File: src/rtl/adder_seq_chunk.sv
// Multi-cycle ripple adder: operands are latched on start and summed CHUNK bits per clock.
// Define ADDER_OVERFLOW_EN to add the signed-overflow output ovf.
module adder_seq_chunk #(
    parameter int WIDTH = 32,
    parameter int CHUNK = 8
) (
    input  logic             clk,
    input  logic             rst,
    input  logic             start,
    input  logic [WIDTH-1:0] x,
    input  logic [WIDTH-1:0] y,
    input  logic             cin,
    output logic             busy,
    output logic             done,
    output logic [WIDTH-1:0] sum,
    output logic             cout
`ifdef ADDER_OVERFLOW_EN
    ,
    output logic             ovf
`endif
);

    localparam int N     = (CHUNK >= 1) ? (WIDTH / CHUNK) : 1;
    localparam int CNT_W = (N > 1) ? $clog2(N) : 1;
    localparam logic [CNT_W-1:0] LAST = CNT_W'(N - 1);

    generate
        if ((CHUNK < 1) || (CHUNK > WIDTH) ||
            ((WIDTH % ((CHUNK < 1) ? 1 : CHUNK)) != 0)) begin : g_bad_params
            $error("adder_seq_chunk: WIDTH must be a non-zero multiple of CHUNK");
        end
    endgenerate

    typedef enum logic [1:0] {
        IDLE = 2'd0,
        RUN  = 2'd1,
        DONE = 2'd2
    } state_t;

    state_t           r_state;
    state_t           w_next;
    logic             w_accept;
    logic             w_last_chunk;
    logic [CNT_W-1:0] r_cnt;
    logic             r_carry;
    logic [WIDTH-1:0] r_x;
    logic [WIDTH-1:0] r_y;
    logic [WIDTH-1:0] r_sum;
    logic             r_cout;
    logic [CHUNK:0]   w_add;

    // CHUNK+1 bit addition; the MSB of the result is the carry out of the chunk.
    function automatic logic [CHUNK:0] chunk_add(
        input logic [CHUNK-1:0] a,
        input logic [CHUNK-1:0] b,
        input logic             c
    );
        return {1'b0, a} + {1'b0, b} + {{CHUNK{1'b0}}, c};
    endfunction

    assign w_add        = chunk_add(r_x[CHUNK-1:0], r_y[CHUNK-1:0], r_carry);
    assign w_last_chunk = (r_cnt == LAST);

    always_ff @(posedge clk or posedge rst) begin
        if (rst) begin
            r_state <= IDLE;
        end else begin
            r_state <= w_next;
        end
    end

    always_comb begin
        w_next   = r_state;
        w_accept = 1'b0;
        busy     = 1'b0;
        done     = 1'b0;
        case (r_state)
            IDLE: begin
                if (start) begin
                    w_accept = 1'b1;
                    w_next   = RUN;
                end
            end
            RUN: begin
                busy = 1'b1;
                if (w_last_chunk) begin
                    w_next = DONE;
                end
            end
            DONE: begin
                done = 1'b1;
                if (start) begin
                    w_accept = 1'b1;
                    w_next   = RUN;
                end else begin
                    w_next = IDLE;
                end
            end
            default: begin
                w_next = IDLE;
            end
        endcase
    end

    // Operands shift right so the active chunk is always in the low CHUNK bits.
    always_ff @(posedge clk or posedge rst) begin
        if (rst) begin
            r_x     <= '0;
            r_y     <= '0;
            r_carry <= 1'b0;
            r_cnt   <= '0;
            r_sum   <= '0;
            r_cout  <= 1'b0;
        end else if (w_accept) begin
            r_x     <= x;
            r_y     <= y;
            r_carry <= cin;
            r_cnt   <= '0;
            r_sum   <= '0;
        end else if (r_state == RUN) begin
            r_x     <= r_x >> CHUNK;
            r_y     <= r_y >> CHUNK;
            r_carry <= w_add[CHUNK];
            r_cnt   <= r_cnt + CNT_W'(1);
            for (int i = 0; i < N; i++) begin
                if (r_cnt == CNT_W'(i)) begin
                    r_sum[i*CHUNK +: CHUNK] <= w_add[CHUNK-1:0];
                end
            end
            if (w_last_chunk) begin
                r_cout <= w_add[CHUNK];
            end
        end
    end

`ifdef ADDER_OVERFLOW_EN
    logic r_ovf;

    // Carry into the MSB equals a ^ b ^ s at that bit, so ovf = a ^ b ^ s ^ carry-out.
    always_ff @(posedge clk or posedge rst) begin
        if (rst) begin
            r_ovf <= 1'b0;
        end else if ((r_state == RUN) && w_last_chunk && !w_accept) begin
            r_ovf <= r_x[CHUNK-1] ^ r_y[CHUNK-1] ^ w_add[CHUNK-1] ^ w_add[CHUNK];
        end
    end

    assign ovf = r_ovf;
`endif

    assign sum  = r_sum;
    assign cout = r_cout;

endmodule

File: config.mk
export PLATFORM = sky130hd
export DESIGN_NAME = adder_seq_chunk
export DESIGN_NICKNAME = d
export VERILOG_FILES = /design/src/rtl/adder_seq_chunk.sv
export SDC_FILE = /design/constraint.sdc
export NUM_CORES = 1
export LEC_CHECK = 0
export BUFFER_PORTS_ARGS = -buffer_cell sky130_fd_sc_hd__buf_2
export CORE_UTILIZATION = 45
export DETAILED_ROUTE_END_ITERATION = 6
export PLACE_DENSITY = 0.68
export SLEW_MARGIN = 0
export SYNTH_ARGS = -nofsm -noshare
export SYNTH_HDL_FRONTEND = slang
export SYNTH_SLANG_ARGS = --single-unit
File: constraint.sdc
create_clock -name clk -period 8.9 [get_ports clk]
set_input_delay 1.78 -clock clk [delete_from_list [all_inputs] [get_ports clk]]
set_output_delay 1.78 -clock clk [all_outputs]
set_load 0.05 [all_outputs]
**Word level (Yosys, flattened, before mapping)**

Index checks and enable logic that the tools add are counted.

- Reductions and logical operators: 14
- Bitwise logic cells: 1
- Mux-type cells: 22
- Add/sub/neg operators: 3
- Equal/unequal tests: 7

Operators with widths:

| kind | number |
|---|---|
| 32-bit two-way mux | 6 |
| 8-bit two-way mux | 4 |
| 2-bit AND reduction | 5 |
| 2-bit nonzero test | 5 |
| 8-bit by 8-bit adder with 9-bit output | 1 |
| 9-bit by 1-bit adder with 9-bit output | 1 |
| 2-bit two-way mux | 4 |
| 1-bit two-way mux | 7 |
| 2-bit equality test, second input constant | 3 |
| 2-bit one-hot mux with 3 select lines | 1 |
| 2-bit by 1-bit equality test with 1-bit output, second input constant | 2 |
| 2-bit logical NOT | 2 |
| 2-bit inequality test, second input constant | 2 |
| 3-bit AND reduction | 1 |
| 2-bit by 1-bit adder with 2-bit output, second input constant | 1 |
| 2-bit OR reduction | 1 |
| 1-bit NOT | 1 |

- Output and inout port bits: 35
- Logic and storage cells: 57
- Input port bits: 68
- Bits in registers: 102

**Depth between registers and ports, before layout**

Gate-level depths: netlist of the first run.

- Depth in word-level cells: 5
- Depth in mapped cells: 7
- Depth with buffers taken out: 6

**Worst setup path after synthesis of the first run**

OpenSTA, ideal clock, no wires.

- Path kind: reg2out
- Start: register r_state[1]
- End: output busy
- Cell stages (with the launch flop): 5
- Data arrival time: 1,417 ps
- Slack: 5,703 ps
- Path buffers: 2
- Cell sequence: dfrtp_1 -> nand2b_1 -> inv_1 -> buf_2 -> buf_1

- Word-level cells in the longest chain between the ends: 2

RTL lines:

| what | RTL line | text |
|---|---|---|
| from (decl) | 40 | `state_t r_state;` |
| from (signal assigned) | 68 | `r_state <= w_next;` |
| 2-bit by 1-bit equality test with 1-bit output | 77 | `case (r_state)` |
| 1-bit two-way mux | 77 |  |
| to (decl) | 13 | `output logic busy,` |

Every way passes these cells.

**Final worst setup path of the first run**

- Start: input start
- End: register r_carry

- Word-level cells in the longest chain between the ends: 3
- Elaborated cells on any way between the ends: 4
- Classes of those cells: mux: 3; reduce/logical: 1

RTL lines:

| what | RTL line | text |
|---|---|---|
| from (decl) | 9 | `input logic start,` |
| 1-bit two-way mux (*) | 79, 92 |  |
| 1-bit two-way mux (*) | n/a |  |
| 1-bit two-way mux or 2-bit nonzero test (tied branches) | n/a |  |
| to (signal assigned) | 117 | `r_carry <= cin;` |
| to (signal assigned) | 123 | `r_carry <= w_add[CHUNK];` |
| to (decl) | 45 | `logic r_carry;` |

Every way passes the cells marked *; elsewhere a longest branch is shown, timed or not.
A chain may end at the register's enable or synchronous reset.

==> results.py, run 1 <==
metrics = {
    "setup_path": {
        "r2r_end": "sum[30]$_DFFE_PP0P_",
        "cp.arrival_ns": 3.45,
        "ff2ff_path_depth": 6,
        "r2r_start": "r_carry$_DFFE_PP0P_",
        "crit_end": "r_carry$_DFFE_PP0P_",
        "crit_required_ns": 9.14,
        "cp-start-kind": "input pin",
        "cp_max_fo": 86,
        "startpoint": "start",
        "reg2reg_slack_ns": 6.26,
        "endpoint_kind": "flop",
        "crit_type": "input pin to flop",
    },
    "clocking": {
        "clk_latency_ns": 0.37,
        "cts_setup_buffers": 0,
        "clk_pin_slew_ns": 0.10,
        "cts_tree": "yes",
        "cts.sinks": 102,
        "root_buffer": "clkbuf_8",
        "clockBufferDepth": 2,
        "cts_buffers": 9,
        "hold_buffers": 0,
        "cts_resized": 0,
        "h-tree-depth": 3,
    },
    "routing": {
        "ant_nets": 0,
        "num_vias": 3705,
        "wl_per_cell_um": 15.40,
        "drt-total-wl_um": 10570,
        "drc": 0,
        "drt_iter0_drc": 192,
        "via_per_inst": 5.401,
        "drtPass1Iterations": 4,
    },
    "logic_synthesis": {
        "synth_cell_types": 35,
        "synth_fa_ha_area_frac": 0.03839,
        "synth_area_mm2": 0.004628,
        "synth_async_sr_flop_share": 1.000,
        "synth-edff-count": 0,
        "synthDominantCellAreaShare": 0.5515,
        "muxShareOfSynthArea": 0.008651,
        "seq_area_frac_synth": 0.5515,
        "synthCells": 461,
        "synthesis.nets": 542,
        "ys_ff_latch": 102,
        "synth_top_family_by_area": "compound AO/OA/AOI/OAI gates",
        "synthTopCellsByArea": "dfrtp_1, nand2_1, a22oi_1, a22o_1, ha_1",
        "syn_area_per_cell_um2": 10.04,
        "synth_xor_area_frac": 0.001892,
        "yosys.area_share.simple": 0.1595,
        "synth_compound_area_frac": 0.2044,
        "yosys_warnings": 0,
        "synth_area_leader_cell": "dfrtp_1",
        "synth-main-ff-cell": "dfrtp_1",
    },
    "finish": {
        "drive_gt1_frac": 0.2355,
        "syn2layout_area_growth_pct": 16.71,
        "finalNetCount": 628,
        "layout_commonest_cell": "nand2_1",
        "fillers": 922,
        "stdcell_area_mm2": 0.005401,
        "fin_cells": 686,
        "mostFrequentLayoutCells": "nand2_1, dfrtp_1, buf_2, a22oi_1",
    },
    "timing": {
        "finalHoldViolCount": 0,
        "fin_skew_ns": 0.01128,
        "setup_viol_count_final": 0,
        "rsz0062_at_grt": "false",
        "timing.slew.headroom": 0.3911,
        "post-route-period-util": 0.3600,
        "fmaxAchievable_mhz": 312.1,
        "final-max-slew-violation-count": 0,
        "setup_tns_ns": 0,
        "worstMarginPinSlew_ns": 0.9134,
        "worst_hold_slack_ns": 0.4791,
        "layout_min_cycle_time_ns": 3.204,
    },
    "placed_design": {
        "place_inst": 669,
        "gp_congestion": 0.7871,
        "placed_area_mm2": 0.005206,
        "io_buffers": 102,
        "dpl.hpwl_um": 7037,
    },
    "grt": {
        "grt_max_degree": 87,
        "grt_pass1_wl_um": 16880,
        "antenna_found_initial": 1,
        "grt_overflow": 0,
        "grt_usage": 0.2066,
        "grt_pass1_vias": 3408,
    },
    "floorplanning": {
        "rows": 36,
        "start_util": 0.4692,
        "num_io_pins": 103,
        "fp.coreArea_mm2": 0.009864,
        "dieArea_mm2": 0.01069,
        "die_h_um": 103.4,
        "die_w_um": 103.4,
    },
    "power_and_ir_drop": {
        "powerDensity_mw_per_mm2": 403.9,
        "ir_drop_mv": 0.1612,
        "p_leak_nw": 2.720,
        "p_total_w": 0.002181,
    },
    "hold_path": {
        "hold_class": "flop to flop",
    },
    "job": {
        "maxCapViolations": 0,
    },
    "status": {
        "status": "finished clean",
    },
}
## worst min path at each step
stage,to,cells past startpoint,start
final,sum[28]$_DFFE_PP0P_,2,sum[28]$_DFFE_PP0P_
after global routing,r_x[23]$_DFFE_PP0P_,2,r_x[23]$_DFFE_PP0P_
after CTS,r_x[13]$_DFFE_PP0P_,2,r_x[13]$_DFFE_PP0P_
after detailed placement,r_y[20]$_DFFE_PP0P_,2,r_y[20]$_DFFE_PP0P_
after global placement,sum[28]$_DFFE_PP0P_,2,sum[28]$_DFFE_PP0P_
after floorplan,r_y[10]$_DFFE_PP0P_,2,r_y[10]$_DFFE_PP0P_
## per-layer routing
layer  global-route usage  vias to the layer above  wire length [µm]
met2               0.3209                      104              4840
met5                    0                        -                 0
met1               0.2858                     1774              4965
met3              0.04704                       16               584
li1                     -                     1811                 -
met4              0.07151                        0               176
## synth_stat cells, types with 2 or more instances
master,number
inv_1,5
buf_2,12
buf_1,3
or4_1,4
a21oi_1,15
a22o_1,18
o21a_1,2
a21o_1,2
a22oi_1,48
fa_1,2
o21bai_1,2
mux2i_1,4
and2_1,2
a211oi_1,3
a211oi_2,2
o41ai_1,4
a31oi_1,4
nand3b_1,4
o21ai_0,14
buf_4,4
ha_1,11
nand2_1,118
clkbuf_1,12
nand2b_1,5
dfrtp_1,102
nor2_1,20
a211o_1,3
nand3_1,19
o211ai_1,9
a311oi_1,2
nor2b_1,2
## kinds of logic after synthesis
group                    after synthesis
AND/OR/NAND/NOR                      175
AO/OA/AOI/OAI                        130
flip-flops                           102
buffers and inverters                 36
adder cells (fa/ha/maj)               13
multiplexers                           4
XOR/XNOR                               1
## cell type report
| class | instances | area [µm²] | share of cell area |
|---|---|---|---|
| well taps | 133 | 166.4 | 0.03081 |
| repair buffers | 106 | 540.5 | 0.1001 |
| clock inverters | 5 | 41.29 | 0.007644 |
| clock buffers | 11 | 151.4 | 0.02803 |
| inverters | 5 | 21.27 | 0.003938 |
| diodes | 1 | 2.502 | 0.0004633 |
| multi-input cells | 323 | 1926 | 0.3565 |
| flip-flops and latches | 102 | 2552 | 0.4726 |
## power by group
group	switching, W	internal (W)
sequential	0.000119	0.000657
combinational	0.000767	0.000354
clock	0.000164	0.000120
total	0.00105	0.00113
## sequential cells by signal, indices dropped and copies added, names as in the netlist
| register | cells |
|---|---|
| r_x | 32 |
| r_state | 2 |
| sum | 32 |
| r_cnt | 2 |
| r_y | 32 |
| cout | 1 |
| r_carry | 1 |
## metrics by stage
stage | worst slack [ns] | utilization
5_1_grt | 5.555 | 0.5473
6_report | 5.696 | 0.5476
3_3_place_gp | 5.370 | 0.5278
2_1_floorplan | 4.445 | -
3_5_place_dp | 5.332 | 0.5278
4_1_cts | 5.691 | 0.5473
## worst max-delay path: stages
cell     delay [ns]
buf_2          0.09
nor2b_4        0.12
buf_4          0.68
nor2_4         0.05
buf_4          0.37
a21oi_1        0.21
o21ai_0        0.10
(Power assumes the default switching activity.)
==> inputs of run 2 (changes only) <==
- clock period: 8.9 -> 2.98 ns (I/O delays scaled with it)
==> run 2 against run 1 <==
Net effect:
- design area grew 0.76%
- combinational power grew to 3.0 times the previous value
- clock skew down 0.0028 ns
==> results.py, run 2 (synthesis results as in run 1) <==
metrics = {
    "hold_path": {
        "hold_class": "input pin to asynchronous set/reset pin",
    },
    "grt": {
        "grt_pass1_wl_um": 17330,
        "grt_pass1_vias": 3572,
        "grt_usage": 0.2145,
        "grt_overflow": 0,
        "antenna_found_initial": 0,
        "grt_max_degree": 86,
    },
    "clocking": {
        "hold_buffers": 0,
        "clk_latency_ns": 0.36,
        "h-tree-depth": 3,
        "cts_resized": 0,
        "clk_pin_slew_ns": 0.10,
        "cts_tree": "yes",
        "cts_setup_buffers": 0,
        "root_buffer": "clkbuf_8",
        "cts.sinks": 102,
        "cts_buffers": 9,
        "clockBufferDepth": 2,
    },
    "setup_path": {
        "r2r_end": "sum[14]$_DFFE_PP0P_",
        "slowest_stage": "fa_1",
        "crit_top_cell": "fa_1",
        "crit_required_ns": 3.18,
        "cp-start-kind": "flop",
        "path_buf_inv": 0,
        "crit_type": "flop to flop",
        "cp_top_family": "compound AO/OA/AOI/OAI gates",
        "cp_max_fo": 4,
        "ff2ff_path_depth": 6,
        "cp.arrival_ns": 2.76,
        "crit_path_max_incr_delay_ns": 0.51,
        "endpoint_kind": "flop",
        "r2r_start": "r_carry$_DFFE_PP0P_",
        "path_depth": 6,
        "crit_end": "sum[14]$_DFFE_PP0P_",
        "reg2reg_slack_ns": 0.42,
        "worstPathCellList": "fa_1 > fa_1 > a211oi_2 > o21bai_1 > a211oi_1 > o41ai_1",
        "startpoint": "r_carry$_DFFE_PP0P_",
    },
    "status": {
        "status": "finished clean",
    },
    "routing": {
        "via_per_inst": 5.406,
        "drt_iter0_drc": 154,
        "wl_per_cell_um": 15.52,
        "drtPass1Iterations": 5,
        "drc": 0,
        "ant_nets": 0,
        "num_vias": 3719,
        "drt-total-wl_um": 10680,
    },
    "timing": {
        "layout_min_cycle_time_ns": 2.560,
        "fin_skew_ns": 0.008518,
        "setup_tns_ns": 0,
        "setup_viol_count_final": 0,
        "final-max-slew-violation-count": 0,
        "timing.slew.headroom": 0.4102,
        "post-route-period-util": 0.8590,
        "worstMarginPinSlew_ns": 0.8826,
        "finalHoldViolCount": 0,
        "fmaxAchievable_mhz": 390.7,
        "rsz0062_at_grt": "false",
    },
    "finish": {
        "mostFrequentLayoutCells": "nand2_1, dfrtp_1, buf_2, a22oi_1",
        "syn2layout_area_growth_pct": 17.60,
        "layout_commonest_cell": "nand2_1",
        "fin_cells": 688,
        "finalNetCount": 631,
        "fillers": 924,
        "diodes": 0,
        "drive_gt1_frac": 0.2396,
    },
    "power_and_ir_drop": {
        "p_leak_nw": 2.743,
        "powerDensity_mw_per_mm2": 1217,
        "ir_drop_mv": 0.4370,
        "p_total_w": 0.006626,
    },
    "floorplanning": {
        "rows": 36,
        "num_io_pins": 103,
        "fp.coreArea_mm2": 0.009864,
        "die_w_um": 103.4,
        "start_util": 0.4692,
        "die_h_um": 103.4,
        "dieArea_mm2": 0.01069,
    },
    "placed_design": {
        "place_inst": 672,
        "io_buffers": 102,
        "dpl.hpwl_um": 7419,
        "gp_congestion": 0.8624,
    },
    "job": {
        "maxCapViolations": 0,
    },
}
==> run 2: per-stage QoR <==
stage          setup WS (ns)  instance area [µm²]  utilization  hold WS (ns)
2_1_floorplan         0.7089                 4632            -        0.4467
3_3_place_gp          0.5735                 5230       0.5302        0.4583
3_5_place_dp          0.4829                 5230       0.5302        0.4637
4_1_cts               0.4346                 5443       0.5518        0.3518
5_1_grt               0.2356                 5443       0.5518        0.3963
6_report              0.4202                 5443       0.5518        0.3554
==> run 2: final cells by class <==
class,count,area (µm²),share of cell area
Sequential cell,102,2552,0.4690
Multi-Input combinational cell,323,1926,0.3538
Timing Repair Buffer,109,563.0,0.1034
Tap cell,133,166.4,0.03057
Clock buffer,10,137.6,0.02529
Clock inverter,6,75.07,0.01379
Inverter,5,22.52,0.004138
==> run 2: where the power goes <==
part	switching (W)	internal (W)	total (W)
logic	0.00233	0.00107	0.00340
clock network	0.000486	0.000425	0.000911
registers	0.000350	0.00196	0.00231
==> run 2: worst min path at each step <==
stage / endpoint / slack (ns)
2_1_floorplan: r_y[10]$_DFFE_PP0P_ / 0.45
3_3_place_gp: r_x[23]$_DFFE_PP0P_ / 0.46
3_5_place_dp: r_x[13]$_DFFE_PP0P_ / 0.46
4_1_cts: r_x[24]$_DFFE_PP0P_ / 0.35
5_1_grt: r_x[25]$_DFFE_PP0P_ / 0.40
6_report: r_x[24]$_DFFE_PP0P_ / 0.36
==> run 2: layer usage <==
metal	GRT usage	part of all wire
met1	0.2810	0.45
met2	0.3403	0.48
met3	0.06384	0.062
met4	0.07367	0.012
met5	0	0
